==> src/rtl/dmem_access_sched_if.sv <==
// dmem_access_sched_if
//   Bundles the three buses of the data-memory access scheduler:
//     core_*  : scalar/vector load/store transaction port (level request,
//               one-cycle done pulse, error flag, 192-bit read data)
//     dump_*  : image-dump start switch and valid/ready word stream
//     mem_*   : 32-bit single-port RAM with 1-cycle synchronous read
//   Modports:
//     slave  : scheduler side
//     master : environment side (core, dump consumer and RAM)
interface dmem_access_sched_if #(
   parameter int S = 32,
   parameter int V = 192
);
   logic         core_req;
   logic         core_we;
   logic         core_vec;
   logic [S-1:0] core_addr;
   logic [V-1:0] core_wd;
   logic [V-1:0] core_rd;
   logic         core_done;
   logic         core_err;

   logic         dump_start;
   logic [S-1:0] dump_data;
   logic         dump_valid;
   logic         dump_ready;
   logic         dump_last;
   logic         dump_busy;

   logic         mem_en;
   logic         mem_we;
   logic [S-1:0] mem_addr;
   logic [S-1:0] mem_wd;
   logic [S-1:0] mem_rd;

   modport slave (
      input  core_req, core_we, core_vec, core_addr, core_wd,
      input  dump_start, dump_ready, mem_rd,
      output core_rd, core_done, core_err,
      output dump_data, dump_valid, dump_last, dump_busy,
      output mem_en, mem_we, mem_addr, mem_wd
   );

   modport master (
      output core_req, core_we, core_vec, core_addr, core_wd,
      output dump_start, dump_ready, mem_rd,
      input  core_rd, core_done, core_err,
      input  dump_data, dump_valid, dump_last, dump_busy,
      input  mem_en, mem_we, mem_addr, mem_wd
   );
endinterface

==> src/rtl/dmem_access_sched.sv <==
// dmem_access_sched
//   Single-word access scheduler in front of the data-memory RAM. Core scalar
//   and vector (LANES-word) transactions are serialised into per-word RAM
//   beats; an image-dump streamer shares the RAM and reads words
//   0..DUMP_WORDS-1 after a rising edge of the dump_start switch. Core and
//   dump are arbitrated round-robin; a vector transaction is never split.
//   Ports:
//     clk    : clock, all state on the rising edge
//     rst_n  : asynchronous active-low reset
//     bus    : dmem_access_sched_if.slave (core_*, dump_*, mem_* signals)
module dmem_access_sched #(
   parameter int S          = 32,
   parameter int V          = 192,
   parameter int DEPTH      = 30015,
   parameter int DUMP_WORDS = 30000
) (
   input logic              clk,
   input logic              rst_n,
   dmem_access_sched_if.slave bus
);
   localparam int LANES = V / S;
   localparam int BW    = $clog2(LANES);

   typedef enum logic [2:0] {
      IDLE, CORE_BEAT, CORE_FIN, CORE_RESP, DUMP_RD, DUMP_CAP
   } state_t;

   state_t state, state_n;

   // latched core transaction
   logic [S-1:0]            base;
   logic                    we_q;
   logic                    vec_q;
   logic [LANES-1:0][S-1:0] wd_q;
   logic [LANES-1:0][S-1:0] rd_q;
   logic [BW-1:0]           beat;
   logic                    err_q;

   // read data returns one cycle after its beat, so remember which lane
   logic                    cap_pend;
   logic [BW-1:0]           cap_lane;

   logic                    last_core;   // 1: core held the last grant

   // dump side
   logic [2:0]              sync;        // two sync flops + previous value
   logic                    start_edge;
   logic                    dump_busy;
   logic [S-1:0]            dump_addr;
   logic [S-1:0]            dump_data;
   logic                    dump_valid;
   logic                    dump_last;

   // combinational
   logic [S:0]              beat_addr;
   logic                    in_range;
   logic [BW-1:0]           last_beat;
   logic                    core_el;
   logic                    dump_el;
   logic                    grant_core;
   logic                    mem_en, mem_we;
   logic [S-1:0]            mem_addr, mem_wd;
   logic                    core_done, core_err;

   // one extra bit so an address past 2^S-1 is out of range, not wrapped
   assign beat_addr  = {1'b0, base} + {{(S + 1 - BW){1'b0}}, beat};
   assign in_range   = beat_addr < (S + 1)'(DEPTH);
   assign last_beat  = vec_q ? BW'(LANES - 1) : '0;
   assign start_edge = sync[1] & ~sync[2];

   assign core_el = bus.core_req;
   assign dump_el = dump_busy & ~dump_valid & (dump_addr < S'(DUMP_WORDS));

   always_comb begin
      state_n    = state;
      grant_core = 1'b0;
      mem_en     = 1'b0;
      mem_we     = 1'b0;
      mem_addr   = '0;
      mem_wd     = '0;
      core_done  = 1'b0;
      core_err   = 1'b0;
      case (state)
         IDLE: begin
            // on a tie the side that did not win last time goes first
            if (core_el && (!dump_el || !last_core)) begin
               grant_core = 1'b1;
               state_n    = CORE_BEAT;
            end else if (dump_el) begin
               state_n = DUMP_RD;
            end
         end
         CORE_BEAT: begin
            mem_en   = in_range;
            mem_we   = we_q;
            mem_addr = beat_addr[S-1:0];
            mem_wd   = wd_q[beat];
            if (beat == last_beat) state_n = CORE_FIN;
         end
         CORE_FIN:  state_n = CORE_RESP;
         CORE_RESP: begin
            core_done = 1'b1;
            core_err  = err_q;
            state_n   = IDLE;
         end
         DUMP_RD: begin
            mem_en   = 1'b1;
            mem_addr = dump_addr;
            state_n  = DUMP_CAP;
         end
         DUMP_CAP:  state_n = IDLE;
         default:   state_n = IDLE;
      endcase
   end

   always_ff @(posedge clk or negedge rst_n) begin
      if (!rst_n) begin
         state     <= IDLE;
         base      <= '0;
         we_q      <= 1'b0;
         vec_q     <= 1'b0;
         wd_q      <= '0;
         rd_q      <= '0;
         beat      <= '0;
         err_q     <= 1'b0;
         cap_pend  <= 1'b0;
         cap_lane  <= '0;
         last_core <= 1'b0;
      end else begin
         state    <= state_n;
         cap_pend <= (state == CORE_BEAT) && in_range && !we_q;
         cap_lane <= beat;
         if (cap_pend) rd_q[cap_lane] <= bus.mem_rd;
         if (grant_core) begin
            base  <= bus.core_addr;
            we_q  <= bus.core_we;
            vec_q <= bus.core_vec;
            wd_q  <= bus.core_wd;
            beat  <= '0;
            err_q <= 1'b0;
            rd_q  <= '0;
         end else if (state == CORE_BEAT) begin
            if (!in_range) err_q <= 1'b1;
            if (beat != last_beat) beat <= beat + 1'b1;
         end
         if (state == CORE_RESP)     last_core <= 1'b1;
         else if (state == DUMP_CAP) last_core <= 1'b0;
      end
   end

   always_ff @(posedge clk or negedge rst_n) begin
      if (!rst_n) begin
         sync       <= '0;
         dump_busy  <= 1'b0;
         dump_addr  <= '0;
         dump_data  <= '0;
         dump_valid <= 1'b0;
         dump_last  <= 1'b0;
      end else begin
         sync <= {sync[1:0], bus.dump_start};
         // a start edge during a running dump is ignored
         if (start_edge && !dump_busy) begin
            dump_busy <= 1'b1;
            dump_addr <= '0;
         end else if (dump_valid && bus.dump_ready && dump_last) begin
            dump_busy <= 1'b0;
            dump_addr <= '0;
         end else if (state == DUMP_CAP) begin
            dump_addr <= dump_addr + 1'b1;
         end
         if (state == DUMP_CAP) begin
            dump_data  <= bus.mem_rd;
            dump_valid <= 1'b1;
            dump_last  <= (dump_addr == S'(DUMP_WORDS - 1));
         end else if (dump_valid && bus.dump_ready) begin
            dump_valid <= 1'b0;
            dump_last  <= 1'b0;
         end
      end
   end

   assign bus.core_rd    = rd_q;
   assign bus.core_done  = core_done;
   assign bus.core_err   = core_err;
   assign bus.dump_data  = dump_data;
   assign bus.dump_valid = dump_valid;
   assign bus.dump_last  = dump_last;
   assign bus.dump_busy  = dump_busy;
   assign bus.mem_en     = mem_en;
   assign bus.mem_we     = mem_we;
   assign bus.mem_addr   = mem_addr;
   assign bus.mem_wd     = mem_wd;
endmodule

==> src/flat_wrapper.sv <==
// flat-port wrapper written by rule: the top's interface ports become plain ports
module dmem_access_sched_flat 
#(
   parameter int S          = 32,
   parameter int V          = 192,
   parameter int DEPTH      = 30015,
   parameter int DUMP_WORDS = 30000
)
  (clk, rst_n, bus_core_req, bus_core_we, bus_core_vec, bus_core_addr, bus_core_wd, bus_dump_start, bus_dump_ready, bus_mem_rd, bus_core_rd, bus_core_done, bus_core_err, bus_dump_data, bus_dump_valid, bus_dump_last, bus_dump_busy, bus_mem_en, bus_mem_we, bus_mem_addr, bus_mem_wd);
  dmem_access_sched_if #(.S(S), .V(V)) bus_i ();
  input logic clk;
  input logic rst_n;
  input wire logic [$bits(bus_i.core_req)-1:0] bus_core_req;
  input wire logic [$bits(bus_i.core_we)-1:0] bus_core_we;
  input wire logic [$bits(bus_i.core_vec)-1:0] bus_core_vec;
  input wire logic [$bits(bus_i.core_addr)-1:0] bus_core_addr;
  input wire logic [$bits(bus_i.core_wd)-1:0] bus_core_wd;
  input wire logic [$bits(bus_i.dump_start)-1:0] bus_dump_start;
  input wire logic [$bits(bus_i.dump_ready)-1:0] bus_dump_ready;
  input wire logic [$bits(bus_i.mem_rd)-1:0] bus_mem_rd;
  output wire logic [$bits(bus_i.core_rd)-1:0] bus_core_rd;
  output wire logic [$bits(bus_i.core_done)-1:0] bus_core_done;
  output wire logic [$bits(bus_i.core_err)-1:0] bus_core_err;
  output wire logic [$bits(bus_i.dump_data)-1:0] bus_dump_data;
  output wire logic [$bits(bus_i.dump_valid)-1:0] bus_dump_valid;
  output wire logic [$bits(bus_i.dump_last)-1:0] bus_dump_last;
  output wire logic [$bits(bus_i.dump_busy)-1:0] bus_dump_busy;
  output wire logic [$bits(bus_i.mem_en)-1:0] bus_mem_en;
  output wire logic [$bits(bus_i.mem_we)-1:0] bus_mem_we;
  output wire logic [$bits(bus_i.mem_addr)-1:0] bus_mem_addr;
  output wire logic [$bits(bus_i.mem_wd)-1:0] bus_mem_wd;
  assign bus_i.core_req = bus_core_req;
  assign bus_i.core_we = bus_core_we;
  assign bus_i.core_vec = bus_core_vec;
  assign bus_i.core_addr = bus_core_addr;
  assign bus_i.core_wd = bus_core_wd;
  assign bus_i.dump_start = bus_dump_start;
  assign bus_i.dump_ready = bus_dump_ready;
  assign bus_i.mem_rd = bus_mem_rd;
  assign bus_core_rd = bus_i.core_rd;
  assign bus_core_done = bus_i.core_done;
  assign bus_core_err = bus_i.core_err;
  assign bus_dump_data = bus_i.dump_data;
  assign bus_dump_valid = bus_i.dump_valid;
  assign bus_dump_last = bus_i.dump_last;
  assign bus_dump_busy = bus_i.dump_busy;
  assign bus_mem_en = bus_i.mem_en;
  assign bus_mem_we = bus_i.mem_we;
  assign bus_mem_addr = bus_i.mem_addr;
  assign bus_mem_wd = bus_i.mem_wd;
  dmem_access_sched #(.S(S), .V(V), .DEPTH(DEPTH), .DUMP_WORDS(DUMP_WORDS)) u_core (.clk(clk), .rst_n(rst_n), .bus(bus_i));
endmodule
==> config.mk <==
export PLATFORM = sky130hd
export DESIGN_NAME = dmem_access_sched_flat
export DESIGN_NICKNAME = d
export VERILOG_FILES = /design/src/rtl/dmem_access_sched_if.sv /design/src/rtl/dmem_access_sched.sv /design/src/flat_wrapper.sv
export SDC_FILE = /design/constraint.sdc
export NUM_CORES = 1
export LEC_CHECK = 0
export BUFFER_PORTS_ARGS = -buffer_cell sky130_fd_sc_hd__buf_4
export CAP_MARGIN = 30
export CORE_ASPECT_RATIO = 0.6
export CORE_MARGIN = 2
export CORE_UTILIZATION = 30
export CTS_CLUSTER_DIAMETER = 30
export DETAILED_ROUTE_END_ITERATION = 10
export PLACE_DENSITY = 0.48
export SLEW_MARGIN = 25
export SYNTH_ARGS = -nofsm -noshare
export SYNTH_HDL_FRONTEND = slang
export SYNTH_SLANG_ARGS = --single-unit
==> constraint.sdc <==
create_clock -name clk -period 8.4 [get_ports clk]
set_input_delay 0 -clock clk [delete_from_list [all_inputs] [get_ports clk]]
set_output_delay 0 -clock clk [all_outputs]
set_load 0.01 [all_outputs]
Yosys cells after proc, flatten, opt, wreduce, memory -nomap -nowiden. Index checks and enable logic that the tools add are counted.

Register bits: 500. Bits of input ports: 263. Output and inout bits: 295.

Add/subtract/negate cells: 3. Magnitude comparators: 5. Equal/unequal tests: 11. Multiplexer cells: 36. Bitwise gates (word level): 5. Reduce and logical (&&, ||, !) cells: 23.

Operator list (count): two-way mux 192 bit (2); bitwise mux 192 bit (1); two-way mux 32 bit (6); binary-select mux 32 bit (select 3 bit) (1); demux 32 bit (select 3 bit) (1); case mux 32 bit (2 select lines) (1); adder 32 x 3 -> 33 bit (1); less-than comparator 33 x 15 -> 1 bit (second input constant) (1); adder 32 x 1 -> 32 bit (second input constant) (1); equality test 32 x 15 -> 1 bit (second input constant) (1); less-than comparator 32 x 15 -> 1 bit (second input constant) (1); two-way mux 3 bit (7); two-way mux 1 bit (15); case mux 3 bit (4 select lines) (1); nonzero test 2 bit (6); less-than comparator 3 x 4 -> 1 bit (second input constant) (2); logical AND 1 bit (7); equality test 3 x 2 -> 1 bit (second input constant) (2); equality test 3 bit (second input constant) (2); AND reduction 2 bit (3); zero test 1 bit (4); adder 3 x 1 -> 3 bit (second input constant) (1); AND 1 bit (3); equality test 3 x 1 -> 1 bit (second input constant) (1); 11 further kinds (12).

Longest topological paths before layout. Gate-level depths: netlist of run 1.

Depth after elaboration: 10. Mapped depth: 11.

Least setup slack after synthesis of run 1. Ideal clock, no wire load.

Path type: register -> output. Start point: reg u_core.beat[1]. End point: out bus_mem_en. Arrival time: 3.295 ns. Required time: 8.400 ns. Slack: 5.105 ns. Stages on the path, launching flop included: 12. Cell sequence: dfrtp_1 -> clkbuf_1 -> buf_1 -> inv_1 -> fa_1 -> nor2b_1 -> o2111ai_2 -> or3_1 -> nor2_1 -> o2111a_1 -> nand4_1 -> o31ai_1.

Longest elaborated chain between the ends: 3.

RTL lines: from (decl) (line dmem_access_sched.sv:36) `logic [BW-1:0] beat;`; from (signal assigned) (line dmem_access_sched.sv:144) `if (beat != last_beat) beat <= beat + 1'b1;`; adder 32 x 3 -> 33 bit (line dmem_access_sched.sv:66) `assign beat_addr = {1'b0, base} + {{(S + 1 - BW){1'b0}}, beat};`; less-than comparator 33 x 15 -> 1 bit (line dmem_access_sched.sv:67) `assign in_range = beat_addr < (S + 1)'(DEPTH);`; case mux 1 bit (2 select lines) (line dmem_access_sched.sv:83) `case (state)`; to (decl) (line flat_wrapper.sv:28) `output wire logic [$bits(bus_i.mem_en)-1:0] bus_mem_en;`.

No other way between the ends.

Worst setup path in the final report of run 1. Same ends and word-level chain as after synthesis.

==> results of run 1 <==
## cell type report
class	instances	area (µm²)	share of cell area, %
diodes	7	17.5	0.0507
clock buffers	134	2890	8.35
clock inverters	58	771	2.23
inverters	14	52.6	0.152
multi-input cells	1470	9850	28.5
flip-flops and latches	500	12500	36.2
well taps	1000	1250	3.62
repair buffers	849	7230	20.9
## registers in the layout, summed over array words and instances (netlist names), 3 cells and up
register / cells
u_core.base: 32
u_core.beat: 3
u_core.wd_q: 192
u_core.cap_lane: 3
u_core.bus.dump_data: 32
u_core.dump_addr: 32
u_core.sync: 3
u_core.bus.core_rd: 192
u_core.state: 3
## cell usage after synthesis, types with 3 or more instances
master | instances | area (µm²)
nand2b_1 | 3 | 18.8
nor4b_1 | 3 | 26.3
or3_1 | 12 | 75.1
mux2_1 | 10 | 113
inv_1 | 13 | 48.8
o21ai_0 | 41 | 205
a22oi_1 | 33 | 248
xor2_1 | 32 | 280
mux4_2 | 32 | 721
nor4_1 | 10 | 62.6
nor2_1 | 98 | 368
mux2_4 | 90 | 1350
clkbuf_1 | 79 | 297
a211oi_1 | 3 | 22.5
a31oi_1 | 3 | 18.8
dfrtp_1 | 500 | 12500
a21o_1 | 4 | 30.0
nand2_1 | 556 | 2090
ha_1 | 5 | 62.6
buf_4 | 14 | 105
nand4_1 | 18 | 113
and3_1 | 17 | 106
buf_2 | 28 | 140
xnor2_1 | 31 | 272
nor2b_1 | 8 | 50.1
mux2_2 | 158 | 1780
buf_1 | 10 | 37.5
a21oi_1 | 206 | 1030
nand3_1 | 34 | 170
and2_1 | 6 | 37.5
buf_12 | 11 | 220
nor3_1 | 14 | 70.1
## power by group
group | internal [mW] | leakage [nW] | total (mW) | switching [mW]
Sequential | 3.41 | 6.35 | 4.17 | 0.768
Clock | 2.80 | 1.77 | 4.23 | 1.43
Combinational | 2.42 | 7.89 | 4.57 | 2.16
Total | 8.62 | 16.0 | 13.0 | 4.36
## worst max-delay path, delay by kind of cell (launching register included)
family,cells,cell delay [ns]
AND/OR/NAND/NOR,3,0.88
buffers and inverters,3,0.96
AO/OA/AOI/OAI,3,0.92
adder cells (fa/ha/maj),1,0.50
XOR/XNOR,1,0.22
flip-flops,1,0.33
## cell families after synthesis
family / count (synthesis)
AO/OA/AOI/OAI: 314
adder cells (fa/ha/maj): 6
AND/OR/NAND/NOR: 795
flip-flops: 500
XOR/XNOR: 63
multiplexers: 292
buffers and inverters: 156
## metrics by stage
step / worst slack, ns / hold WS [ns]
3_5_place_dp: 4.55 / 0.0504
2_1_floorplan: 5.11 / -0.296
4_1_cts: 3.80 / 0.0182
3_3_place_gp: 4.54 / 0.0378
5_1_grt: 3.51 / 0.0231
6_report: 3.89 / 0.0219
## worst paths after layout
kind | end | from | depth (start not counted)
max | bus_mem_en | u_core.beat[1] | 11
min | u_core.dump_addr[21] | rst_n | 3
max reg2reg | u_core.wd_q[41] | u_core.dump_addr[26] | 8
min reg2reg | u_core.sync[1] | u_core.sync[0] | 0
max in group asynchronous | u_core.bus.core_rd[31] | rst_n | 5
min in group clk | u_core.bus.dump_valid | bus_dump_ready | 3
## layer usage
metal / part of all wire, % / vias up
li1: - / 8959
met1: 47 / 9770
met2: 44 / 626
met3: 5.9 / 156
met4: 3.2 / 2
met5: 0.015 / -
==> impl_metrics.py, run 1 <==
metrics = {
    "outcome": {
        "status": "complete, no violations",
    },
    "yosys": {
        "synth_mux_area_share_pct": 17.2,
        "synth_top_family_by_area": "multiplexers",
        "avgSynthCellArea_um2": 10.9,
        "ys_seq_area_share_pct": 54.1,
        "yosysWarnings": 0,
        "async_flop_share_pct": 100,
        "synthAdderAreaFrac_pct": 0.357,
        "synthSimpleGateAreaFrac_pct": 14.6,
        "synth.lib_cells_used.distinct": 64,
        "ys.flop_type": "dfrtp_1",
        "ys_seq_elements": 500,
        "synth_compound_area_share_pct": 7.65,
        "synth_edf_count": 0,
        "synthCells": 2126,
        "synthesis.nets": 2395,
        "synthXorXnorAreaFrac_pct": 2.39,
        "synth_area_um2": 23100,
    },
    "timing": {
        "final.min_clock_period_ns": 4.51,
        "worst_pin_slew_ns": 0.971,
        "slew_violations": 0,
        "fmax_mhz": 222,
        "rsz0062_at_grt": "no",
        "tns_ns": 0,
        "skew_ns": 0.0368,
        "setup-violations-final": 0,
        "finalCritPeriodShare_pct": 53.7,
        "hold_viol_final": 0,
        "slew_headroom_pct": 35.1,
    },
    "floorplan": {
        "die_y_um": 219,
        "dieArea_um2": 79400,
        "start_util_pct": 30.4,
        "row_count": 78,
        "core_region_area_um2": 75900,
        "die-width_um": 362,
        "io_pins": 558,
    },
    "grt": {
        "top_usage_layer": "met2",
        "grt_start_max_net_pins": 146,
        "overflow": 0,
        "antenna_found_initial": 8,
        "grt_use_met1_pct": 29.9,
        "grtUsageMet2_pct": 31.1,
        "grt_usage_pct": 21.0,
        "grt_pass1_wl_um": 127000,
        "grt_pass1_vias": 20200,
        "grtUsageMet3_pct": 5.15,
    },
    "clocking": {
        "htreeDepth": 3,
        "cts_made_buffers": 103,
        "cts-root-buf": "clkbuf_16",
        "postCtsHoldBufs": 264,
        "path_clk_slew_ns": 0.05,
        "ctsResizeCount": 0,
        "clk_path_buf_depth": 3,
        "cts_setup_buffers": 0,
        "cts_sinks": 500,
        "clk_latency_ns": 0.69,
        "cts_tree": "built",
    },
    "placed_design": {
        "gp_congestion": 0.856,
        "port_buffers": 557,
        "dp.cells": 3562,
        "placed_area_um2": 28100,
        "dpl.hpwl_um": 58400,
    },
    "critical_path": {
        "critical_path.max_fanout": 40,
        "cp.arrival_ns": 4.51,
        "cp_cell_sequence": "buf_4 > inv_1 > fa_1 > nor2b_1 > o2111ai_2 > nor4_1 > xnor2_1 > o2111a_1 > nand4_1 > o31ai_1 > buf_4",
        "end_kind": "output port",
        "cpPeakStageDelay_ns": 0.60,
        "cp_slowest_cell": "buf_4",
        "rrSetupSlack_ns": 4.58,
        "worstSetupPathType": "register to output port",
        "critPathRequiredTime_ns": 8.40,
        "cp-start-kind": "register",
        "cpMostUsedCell": "buf_4",
    },
    "final_layout": {
        "final_common_cell": "buf_4",
        "final_area_um2": 34600,
        "layout-drive-gt1-share_pct": 35.4,
        "final_cell_mix": "buf_4 (573), nand2_1 (554), dfrtp_1 (498), dlygate4sd3_1 (263), a21oi_1 (206)",
        "fillers": 7069,
        "finalNetCount": 3207,
        "syn_to_final_growth_pct": 49.6,
        "fin_cells": 4032,
        "finalCoreUtilization_pct": 45.5,
    },
    "routing": {
        "wl_um": 84500,
        "route.detailed.drc": 0,
        "wl_per_cell_um": 21.0,
        "vias": 19500,
        "first_pass_iters": 5,
        "via_per_inst": 4.84,
        "initialDrtViolationCount": 1394,
        "antenna_left": 0,
    },
    "pwr": {
        "leakage_nw": 16.0,
        "finalPower_mw": 13.0,
        "power_density_nw_per_um2": 375,
        "peakVddDrop_uv": 158,
    },
    "hold_path": {
        "hp-class": "input pin to async pin",
    },
    "job": {
        "maxCapViolations": 0,
    },
}
No activity file was read; power rests on OpenSTA's default activity.
==> run 2, diff against run 1 <==
ABC_AREA = 1   (was unset)
PLACE_DENSITY = 0.49   (was 0.48)
clock period = 3.63 ns   (was 8.4 ns; I/O delays follow)
==> run 2 against run 1 <==
Compared with the run above:
- the flow now finishes with violations (negative hold slack)
- combinational power is 68% higher
- design area is 4.5% higher
- cell count is 27% higher
- global-route usage is 1.3 points higher
- synthesized area is 2.1% higher
- critical path depth is 5 higher
- sequential cell count stayed put
- hold slack worse by 0.037 ns
- largest power group is now the clock network
==> impl_metrics.py, run 2 <==
metrics = {
    "grt": {
        "overflow": 0,
        "antenna_found_initial": 9,
        "grt_start_max_net_pins": 162,
        "grt_usage_pct": 22.4,
        "grt_pass1_wl_um": 141000,
        "grt_pass1_vias": 23200,
    },
    "critical_path": {
        "critical_path.max_fanout": 7,
        "worstSetupPathType": "register to output port",
        "r2r-end": "u_core.wd_q[126]",
        "critPathRequiredTime_ns": 3.63,
        "end_kind": "output port",
        "cp-start-kind": "register",
        "rrSetupSlack_ns": 0.33,
        "rr_worst_depth": 10,
        "cp.arrival_ns": 3.31,
        "rr_startpoint": "u_core.dump_addr[23]",
    },
    "floorplan": {
        "die-width_um": 366,
        "core_region_area_um2": 77700,
        "die_y_um": 221,
        "start_util_pct": 30.4,
        "row_count": 79,
        "dieArea_um2": 81000,
        "io_pins": 558,
    },
    "yosys": {
        "ys_top_cells_by_area": "dfrtp_1 (53%), nand2_1 (20%), o21ai_0 (7.8%)",
        "synthXorXnorAreaFrac_pct": 0.223,
        "ys.flop_type": "dfrtp_1",
        "synthAdderAreaFrac_pct": 0.350,
        "synthesis.nets": 3353,
        "synthSimpleGateAreaFrac_pct": 25.9,
        "async_flop_share_pct": 100,
        "synth_mux_area_share_pct": 0,
        "synth_top_area_cell": "dfrtp_1",
        "ys_top_cells_by_count": "nand2_1 (1,273), dfrtp_1 (500), o21ai_0 (366)",
        "synthCells": 3084,
        "synth_area_um2": 23600,
        "synth_top_family_by_area": "simple AND/OR/NAND/NOR gates",
        "ys_seq_area_share_pct": 53.0,
        "synth_top_cell_area_share_pct": 53.0,
        "ys_seq_elements": 500,
        "yosysMostFrequentCell": "nand2_1",
        "synth_compound_area_share_pct": 12.2,
        "avgSynthCellArea_um2": 7.65,
        "yosysWarnings": 0,
        "synth.lib_cells_used.distinct": 43,
        "synth_edf_count": 0,
    },
    "final_layout": {
        "final_area_um2": 36100,
        "multiInputGateArea_um2": 9150,
        "syn_to_final_growth_pct": 53.0,
        "fin_cells": 5104,
        "ff_latch_area_um2": 12500,
        "final_cell_mix": "nand2_1 (1,273), buf_4 (595), dfrtp_1 (499), o21ai_0 (366), inv_1 (332)",
        "finalCoreUtilization_pct": 46.5,
        "fillers": 7708,
        "layout-drive-gt1-share_pct": 20.6,
        "final_common_cell": "nand2_1",
        "finalNetCount": 4232,
    },
    "timing": {
        "finalCritPeriodShare_pct": 91.3,
        "setup-violations-final": 0,
        "tns_ns": 0,
        "rsz0062_at_grt": "no",
        "slew_violations": 0,
        "whs_ns": -0.0155,
        "worst_pin_slew_ns": 0.970,
        "fmax_mhz": 302,
        "slew_headroom_pct": 35.3,
        "skew_ns": 0.0250,
        "hold_viol_final": 8,
        "final.min_clock_period_ns": 3.31,
    },
    "pwr": {
        "peakVddDrop_uv": 439,
        "finalPower_mw": 26.2,
        "leakage_nw": 19.3,
        "power_density_nw_per_um2": 726,
    },
    "placed_design": {
        "gp_congestion": 0.902,
        "placed_area_um2": 28900,
        "port_buffers": 557,
        "dpl.hpwl_um": 61600,
        "dp.cells": 4580,
    },
    "routing": {
        "initialDrtViolationCount": 1811,
        "route.detailed.drc": 0,
        "vias": 23400,
        "wl_per_cell_um": 17.8,
        "wl_um": 90900,
        "first_pass_iters": 5,
        "antenna_left": 0,
        "via_per_inst": 4.58,
    },
    "clocking": {
        "path_clk_slew_ns": 0.05,
        "cts_made_buffers": 103,
        "htreeDepth": 3,
        "clk_path_buf_depth": 3,
        "cts_sinks": 500,
        "cts_tree": "built",
        "cts-root-buf": "clkbuf_16",
        "clk_latency_ns": 0.68,
    },
    "outcome": {
        "violations": "negative hold slack",
        "status": "complete, but fails checks",
    },
    "job": {
        "maxCapViolations": 0,
    },
    "hold_path": {
        "hp-class": "input pin to async pin",
    },
}
[run 2: area by class of cell]
cell class | count | area share (%)
clock inverters | 62 | 2.88
repair buffers | 935 | 22.1
multi-input cells | 2083 | 25.3
diodes | 3 | 0.0208
inverters | 340 | 3.56
well taps | 1053 | 3.65
flip-flops and latches | 500 | 34.7
clock buffers | 128 | 7.84
[run 2: how the worst max path moves through the flow]
stage	from	endpoint	slack, ns	cells after the start
after global placement	u_core.dump_addr[12]	u_core.wd_q[26]	1.03	11
after floorplan	u_core.beat[1]	u_core.err_q	1.11	16
after detailed placement	u_core.dump_addr[12]	u_core.wd_q[43]	0.95	11
final	u_core.beat[0]	bus_mem_en	0.32	16
after CTS	u_core.beat[0]	bus_mem_en	0.21	16
after global routing	u_core.beat[0]	bus_mem_en	0.04	16
[run 2: cells by family after synthesis]
kind of cell / after synthesis
and+or+nand+nor: 1536
buffers and inverters: 501
xor gates and xnor gates: 6
AOI/OAI and AO/OA: 535
adders and majority gates: 6
DFF: 500
[run 2: timing repair]
action / in CTS / in global routing
buffers inserted: 0 / 2
endpoints found under the hold margin: 579 / 0
setup endpoints to repair: 0 / 1
gates resized for setup: 0 / 2
hold buffers: 329 / 0
[run 2: where the power goes]
part | internal, mW | total (mW) | switching (mW)
clock | 7.17 | 10.5 | 3.32
combinational | 2.95 | 7.67 | 4.71
sequential | 7.07 | 8.05 | 0.976
[run 2: critical path, cell delays in order (launching register included)]
cell and delay, ns:
dfrtp_4 0.45, ha_2 0.20, inv_1 0.06, fa_1 0.40, inv_1 0.11, nand3_2 0.10, nand2_4 0.13, nand2_2 0.11
nor2_4 0.13, nand2_1 0.06, nor2_1 0.11, xnor2_1 0.15, nand3_1 0.13, nor2_2 0.14, nand2_2 0.09, o21ai_2 0.13
buf_4 0.14
[run 2: through the flow]
| stage | setup slack [ns] | hold slack, ns |
|---|---|---|
| after global routing | 0.0352 | 0.0364 |
| after floorplan | 1.11 | -0.296 |
| after CTS | 0.211 | 0.00283 |
| final | 0.317 | -0.0155 |
| after detailed placement | 0.951 | 0.120 |
| after global placement | 1.03 | 0.111 |
[run 2: layer usage]
metal,GRT usage [%],wire [µm],part of all wire [%],up-vias
met5,0,80,0.088,-
met4,6.41,2300,2.5,12
met3,5.04,5440,6.0,172
met2,34.0,40400,44,681
met1,31.8,42700,47,11100
li1,-,-,-,11400
==> run 3, diff against run 2 <==
BUFFER_PORTS_ARGS = -buffer_cell sky130_fd_sc_hd__buf_2   (was -buffer_cell sky130_fd_sc_hd__buf_4)
CAP_MARGIN = 10   (was 30)
PLACE_DENSITY = 0.48   (was 0.49)
clock period = 3.05 ns   (was 3.63 ns; I/O delays follow)
==> run 3 against run 2 <==
Compared with the run above:
- core utilization decreased by 1.8 points
- sequential power increased by 19%
- power increased by 14%
- critical endpoint unchanged
- critical path depth did not move
- combinational power grew 18%
- register-to-register slack got worse by 0.14 ns
- highest routed layer is now met4
- the flow finishes with violations (negative setup slack)
- clock-buffer cell count is 14 higher
- first-iteration DRC count decreased by 6.2%
- design area down 4.0%
==> impl_metrics.py, run 3 (synthesized netlist as in run 2, its figures left out) <==
metrics = {
    "final_layout": {
        "fillers": 7786,
        "final_cell_mix": "nand2_1 (1,267), buf_2 (556), dfrtp_1 (498), o21ai_0 (366), inv_1 (330)",
        "finalNetCount": 4246,
        "layout-drive-gt1-share_pct": 21.3,
        "final_common_cell": "nand2_1",
        "final_area_um2": 34700,
        "syn_to_final_growth_pct": 46.9,
        "fin_cells": 5117,
    },
    "floorplan": {
        "die-width_um": 366,
        "start_util_pct": 30.4,
        "core_region_area_um2": 77700,
        "row_count": 79,
        "dieArea_um2": 81000,
        "die_y_um": 221,
        "io_pins": 558,
    },
    "placed_design": {
        "dp.cells": 4593,
        "place_ws_ns": 0.457,
        "port_buffers": 557,
        "gp_congestion": 0.889,
        "dpl.hpwl_um": 60900,
        "placed_area_um2": 27700,
    },
    "pwr": {
        "combinationalPowerShare_pct": 30.2,
        "clkPwrFrac_pct": 37.7,
        "power_density_nw_per_um2": 861,
        "leakage_nw": 19.1,
        "p_sw_share_pct": 35.9,
        "finalPower_mw": 29.9,
        "peakVddDrop_uv": 489,
        "switching_power_mw": 10.7,
        "power.internal_mw": 19.1,
        "seq_power_share_pct": 32.0,
    },
    "timing": {
        "final.min_clock_period_ns": 3.08,
        "slew_violations": 0,
        "whs_ns": 0.0603,
        "rsz0062_at_grt": "yes",
        "finalCritPeriodShare_pct": 101,
        "hold_viol_final": 0,
        "slew_headroom_pct": 44.8,
        "skew_ns": 0.0396,
        "fmax_mhz": 325,
        "setup_ws_ns": -0.0267,
        "setup-violations-final": 1,
        "worst_pin_slew_ns": 0.829,
    },
    "routing": {
        "antenna_left": 0,
        "wl_um": 90600,
        "vias": 23200,
        "via_per_inst": 4.53,
        "route.detailed.drc": 0,
        "first_pass_iters": 7,
        "initialDrtViolationCount": 1699,
        "wl_per_cell_um": 17.7,
    },
    "grt": {
        "grt_start_max_net_pins": 102,
        "grt_pass1_wl_um": 140000,
        "grt_pass1_vias": 23100,
        "overflow": 0,
        "grt_usage_pct": 22.1,
        "antenna_found_initial": 4,
    },
    "outcome": {
        "status": "complete, but fails checks",
        "violations": "negative setup slack",
    },
    "clocking": {
        "cts_sinks": 500,
        "cts_tree": "built",
        "htreeDepth": 3,
        "path_clk_slew_ns": 0.05,
        "clk_path_buf_depth": 3,
        "cts-root-buf": "clkbuf_16",
        "cts_made_buffers": 103,
        "clk_latency_ns": 0.69,
    },
    "critical_path": {
        "critPathRequiredTime_ns": 3.05,
        "cp.arrival_ns": 3.08,
        "cp-start-kind": "register",
        "worstSetupPathType": "register to output port",
        "end_kind": "output port",
        "critical_path.max_fanout": 7,
    },
    "hold_path": {
        "hp-class": "input pin to register",
    },
    "job": {
        "maxCapViolations": 0,
    },
}
-- run 3: changes by cell type in the layout (fill, tap and decap cells not counted), sizes merged --
cell	delta
buf	+21
bufinv	-15
clkbuf	+15
dlygate4sd3	-8
clkinvlp	+4
clkinv	-3
diode	-1
-- run 3: stage by stage --
| step | util, % | setup TNS (ns) |
|---|---|---|
| 6_report | 44.6 | -0.0267 |
| 5_1_grt | 44.6 | -0.218 |
| 4_1_cts | 44.4 | -0.0981 |
| 3_5_place_dp | 35.7 | 0 |
| 3_3_place_gp | 35.7 | 0 |
| 2_1_floorplan | - | 0 |
-- run 3: cell type report --
class	count	area [µm²]	area share (%)
Inverter	340	1300	3.75
Sequential cell	500	12500	36.1
Clock buffer	142	2960	8.53
Timing Repair Buffer	949	6800	19.6
Antenna cell	2	5.00	0.0144
Multi-Input combinational cell	2083	9250	26.7
Clock inverter	48	539	1.55
Tap cell	1053	1320	3.80
-- run 3: what timing repair did --
item                       CTS  global route
resized for setup           12            21
hold buffers               322             0
cloned                       0             1
hold endpoints to repair   959             0
pin swaps                    5            13
setup buffers                4             6
setup endpoints to repair   22            54
-- run 3: power by group through the flow --
stage	logic, mW	registers, mW	clock network [mW]
6_report	9.03	9.56	11.3
4_1_cts	8.93	9.52	11.5
3_5_place_dp	8.31	9.56	0
2_1_floorplan	5.09	9.41	0
3_3_place_gp	8.27	9.60	0
5_1_grt	10.1	9.77	11.8
-- run 3: layer usage --
metal  vias to the layer above  part of all wire, %  track usage [%]
li1                      11500                    -                -
met5                         -                    0                0
met2                       635                   44             33.2
met4                         0                  2.5             6.57
met3                       138                  5.2             4.66
met1                     11000                   48             31.7
-- run 3: worst paths after layout --
kind	startpoint	end	slack (ns)	cells after the start
max	u_core.beat[0]	bus_mem_en	-0.03	16
min	bus_core_wd[13]	u_core.wd_q[13]	0.06	4
max reg2reg	u_core.dump_addr[23]	u_core.wd_q[119]	0.19	9
min reg2reg	u_core.sync[0]	u_core.sync[1]	0.34	0
max in group asynchronous	rst_n	u_core.bus.core_rd[185]	2.52	3
min in group asynchronous	rst_n	u_core.dump_addr[22]	0.11	3
-- run 3: worst max-delay path, stage by stage (launching register included) --
cell and delay [ns]:
dfrtp_4 0.42, ha_4 0.16, inv_4 0.04, fa_2 0.37
inv_2 0.07, nand3_2 0.09, nand2_4 0.14, nand2_4 0.09
nor2_4 0.14, nand2_2 0.09, nor2_4 0.12, xnor2_2 0.12
nand3_1 0.09, nor2_1 0.14, nand2_2 0.08, o21ai_2 0.11
buf_2 0.15
